File: config.mk
export PLATFORM = sky130hd
export DESIGN_NAME = pipeline_hazard_ctrl
export DESIGN_NICKNAME = d
export VERILOG_FILES = /design/src/rtl/pipeline_hazard_ctrl.sv
export SDC_FILE = /design/constraint.sdc
export NUM_CORES = 1
export LEC_CHECK = 0
export CORE_UTILIZATION = 52
export DETAILED_ROUTE_END_ITERATION = 6
export PLACE_DENSITY = 0.87
export SETUP_SLACK_MARGIN = 0.05
export SYNTH_ARGS = -nofsm -noshare
export SYNTH_HDL_FRONTEND = slang
export SYNTH_SLANG_ARGS = --single-unit
File: constraint.sdc
create_clock -name clk -period 2.87 [get_ports clk]
set_input_delay 0.4305 -clock clk [delete_from_list [all_inputs] [get_ports clk]]
set_output_delay 0.4305 -clock clk [all_outputs]
set_load 0.005 [all_outputs]
File: src/rtl/pipeline_hazard_ctrl.sv
// Pipeline hazard controller: per-stage hold/clear controls derived combinationally from this cycle's hazards.
// Zero-cycle latency on controls; mem_wait freezes the whole pipe, FSM and rem included.
module pipeline_hazard_ctrl #(
   parameter int MULDIV_LAT = 4
) (
   input  logic        clk,
   input  logic        rst,
   input  logic [4:0]  id_rs1,
   input  logic [4:0]  id_rs2,
   input  logic        id_rs1_used,
   input  logic        id_rs2_used,
   input  logic [4:0]  ex_rd,
   input  logic        ex_mem_read,
   input  logic        br_taken,
   input  logic        ex_muldiv_start,
   input  logic        mem_wait,
   output logic        bubbleF,
   output logic        bubbleD,
   output logic        bubbleE,
   output logic        bubbleM,
   output logic        bubbleW,
   output logic        flushF,
   output logic        flushD,
   output logic        flushE,
   output logic        flushM,
   output logic        flushW,
   output logic [31:0] stall_cnt,
   output logic [31:0] flush_cnt
);

   typedef enum logic {RUN, MULDIV} state_t;

   localparam logic [3:0] REM_INIT = 4'(MULDIV_LAT - 2);

   state_t     state;
   logic [3:0] rem;
   logic       load_use;
   logic       muldiv_stall;
   logic       br_flush;

   assign load_use = ex_mem_read && (ex_rd != 5'd0) &&
                     ((id_rs1_used && (id_rs1 == ex_rd)) ||
                      (id_rs2_used && (id_rs2 == ex_rd)));

   // A start seen in MULDIV is redundant: the stall is already running.
   assign muldiv_stall = (state == MULDIV) || ex_muldiv_start;

   always_comb begin
      bubbleF  = 1'b0;
      bubbleD  = 1'b0;
      bubbleE  = 1'b0;
      bubbleM  = 1'b0;
      bubbleW  = 1'b0;
      flushF   = 1'b0;
      flushD   = 1'b0;
      flushE   = 1'b0;
      flushM   = 1'b0;
      flushW   = 1'b0;
      br_flush = 1'b0;
      if (rst) begin
         flushF = 1'b1;
         flushD = 1'b1;
         flushE = 1'b1;
         flushM = 1'b1;
         flushW = 1'b1;
      end else if (mem_wait) begin
         bubbleF = 1'b1;
         bubbleD = 1'b1;
         bubbleE = 1'b1;
         bubbleM = 1'b1;
         bubbleW = 1'b1;
      end else if (muldiv_stall) begin
         bubbleF = 1'b1;
         bubbleD = 1'b1;
         bubbleE = 1'b1;
         flushM  = 1'b1;
      end else if (br_taken) begin
         flushD   = 1'b1;
         flushE   = 1'b1;
         br_flush = 1'b1;
      end else if (load_use) begin
         bubbleF = 1'b1;
         bubbleD = 1'b1;
         flushE  = 1'b1;
      end
   end

   always_ff @(posedge clk) begin
      if (rst) begin
         state     <= RUN;
         rem       <= 4'd0;
         stall_cnt <= 32'd0;
         flush_cnt <= 32'd0;
      end else begin
         if (bubbleF)
            stall_cnt <= stall_cnt + 32'd1;
         if (br_flush)
            flush_cnt <= flush_cnt + 32'd1;
         if (!mem_wait) begin
            case (state)
               RUN: begin
                  if (ex_muldiv_start) begin
                     state <= MULDIV;
                     rem   <= REM_INIT;
                  end
               end
               MULDIV: begin
                  if (rem == 4'd0)
                     state <= RUN;
                  else
                     rem <= rem - 4'd1;
               end
               default: state <= RUN;
            endcase
         end
      end
   end

endmodule

==> results <==
==> per-layer routing <==
metal / routed length (microns) / part of all wire / global-route usage / up-vias
li1: - / - / - / 1668
met1: 3730 / 0.42 / 0.301 / 1584
met2: 4510 / 0.51 / 0.458 / 103
met3: 480 / 0.054 / 0.0452 / 15
met4: 157 / 0.018 / 0.0986 / 0
met5: 0 / 0 / 0 / -
==> cell usage after synthesis, types with 3 or more instances <==
library cell / instances / area share
nand2_1: 31 / 0.033
or4_1: 7 / 0.015
o21ai_1: 7 / 0.0099
xor2_1: 23 / 0.057
nor3_1: 5 / 0.0071
o31ai_1: 6 / 0.013
clkbuf_1: 7 / 0.0074
ha_1: 3 / 0.011
o211ai_1: 3 / 0.0064
and3_1: 8 / 0.014
buf_2: 3 / 0.0042
o21ai_0: 19 / 0.027
xnor2_1: 16 / 0.040
inv_1: 4 / 0.0042
or3_1: 25 / 0.044
buf_6: 5 / 0.016
a21oi_1: 32 / 0.045
nand4_1: 19 / 0.034
mux2_4: 3 / 0.013
buf_4: 5 / 0.011
nand3_1: 29 / 0.041
nor2_1: 42 / 0.045
nor2b_1: 4 / 0.0071
and4_1: 9 / 0.022
dfxtp_1: 69 / 0.39
==> state kept, by name, summed over array words and instances, names as in the netlist <==
name,flops
flush_cnt,32
stall_cnt,32
state,1
rem,4
==> cell usage in the layout (no fill, tap or decap), types with 8 or more instances in the layout <==
master	count
clkdlybuf4s50_1	93
dfxtp_1	69
nor2_1	42
a21oi_1	32
nand2_1	31
nand3_1	29
or3_1	25
xor2_1	23
nand4_1	19
o21ai_0	19
xnor2_1	16
and4_1	9
clkbuf_8	9
and3_1	8
buf_4	8
==> kinds of logic after synthesis <==
logic type	after synthesis	synth area share
simple gates	198	0.322
compound gates	73	0.120
flops	69	0.391
xor+xnor	39	0.0967
buf+inv	28	0.0471
mux	3	0.0127
fa+ha+maj	3	0.0106
==> power by group <==
| group | internal, mW | switching (mW) |
|---|---|---|
| combinational | 0.104 | 0.0965 |
| sequential | 0.971 | 0.0219 |
| clock | 0.574 | 0.374 |
| total | 1.65 | 0.493 |
==> layout make-up <==
cell class	instances	area share
Sequential cell	69	0.291
Clock inverter	6	0.0235
Tap cell	77	0.0203
Clock buffer	9	0.0261
Inverter	5	0.00396
Multi-Input combinational cell	316	0.420
Timing Repair Buffer	104	0.215
==> how the worst min path moves through the flow <==
stage	from	to	cells past startpoint
2_1_floorplan	rem[0]	rem[0]	2
6_report	stall_cnt[11]	stall_cnt[11]	2
4_1_cts	stall_cnt[11]	stall_cnt[11]	2
5_1_grt	stall_cnt[21]	stall_cnt[21]	2
3_3_place_gp	rem[0]	rem[0]	2
3_5_place_dp	stall_cnt[11]	stall_cnt[11]	2
==> critical path, stage by stage <==
cell,delay [ps]
clkdlybuf4s50_1,470
or4_1,490
o21a_1,220
a21boi_4,210
nor2_4,60
clkdlybuf4s50_1,440
==> results.ini <==
[cts]
path_clk_slew_ps=70
cts_buffers=9
hold_buffers=0
post-cts-setup-buffers=0
cts_sinks=69
cts-resized-gates=0
ctsHtreeMaxLevel=3
clkLatencyLatePin_ps=340
root_buffer=clkbuf_8
clockBufferDepth=2
cts_tree=done

[final_layout]
drive_above_1_share=0.0806
multi_input_area_sq_mm=0.00199
antenna_cells=0
nets=531
seqCellArea_sq_mm=0.00138
fillers=486
layout-area-overhead-vs-synth_pct=34.2
final_core_utilization=0.734
fin_cells=586
design_area_sq_mm=0.00474

[outcome]
status=finished with violations
violations=design-rule violations

[floorplanning]
rows=29
die_height_microns=84.4
boundaryPins=97
die_width_microns=84.4
core_sq_mm=0.00646
dieArea_sq_mm=0.00713
start_util=0.547

[logic_synthesis]
synth.distinct_cells=49
synth_edf_count=0
synth_area_sq_mm=0.00353
ys_seq_elements=69
synthCells=413
async_reset_ff_frac=0
synth-seq-area-share=0.391
syn_avg_cell_area_sq_um=8.56
syn-num-nets=439
ys.warnings.count=0
synth-main-ff-cell=dfxtp_1

[hold_path]
hp-class=register to register

[worst_setup_path]
endpoint_kind=output pin
cp-start-kind=input pin
crit_required_ps=2440
r2r-end=stall_cnt[22]
crit_start=ex_rd[3]
crit_end=bubbleD
cp_max_fo=3
cp.arrival_ps=2320
reg2reg_from=stall_cnt[1]
r2r_slack_ps=600
criticalPathCategory=input pin to output pin
rr_worst_depth=6

[pwr]
powerDensity_mw_per_mm2=451
total_power_mw=2.14
p_leak_nw=1.65
ir_drop_mv=0.443

[place]
pre_cts_ws_ps=72.9
gp_congestion=0.809
dp.cells=571
numPortBuffers=96
place_area_sq_mm=0.00450
place_hpwl_mm=6.39

[timing]
setup_violations=0
slew_headroom=0.665
fin_ws_ps=121
fmax_ghz=0.364
min_period_over_period=0.958
rsz0062_at_grt=false
period_needed_ps=2750
clock_skew_ps=9.40
tns_ps=0
slew_viol_final=0
worst_hold_slack_ps=492
hold_viol=0
tightest_slew_ps=499

[global_route]
antenna_found_initial=0
grt_pass1_vias=3212
grt_use_total=0.254
grt_pass1_wl_mm=14.7
grt_max_degree=46
gr-total-overflow=0

[route]
vias_per_cell=5.75
ant_nets=0
drc=8
num_vias=3370
drt-total-wl_mm=8.88
first_iter_violations=165
firstDrtPassIters=7
wl_per_cell_microns=15.2

[job]
drv_cap=0

Power figures use the tool's default switching activity.
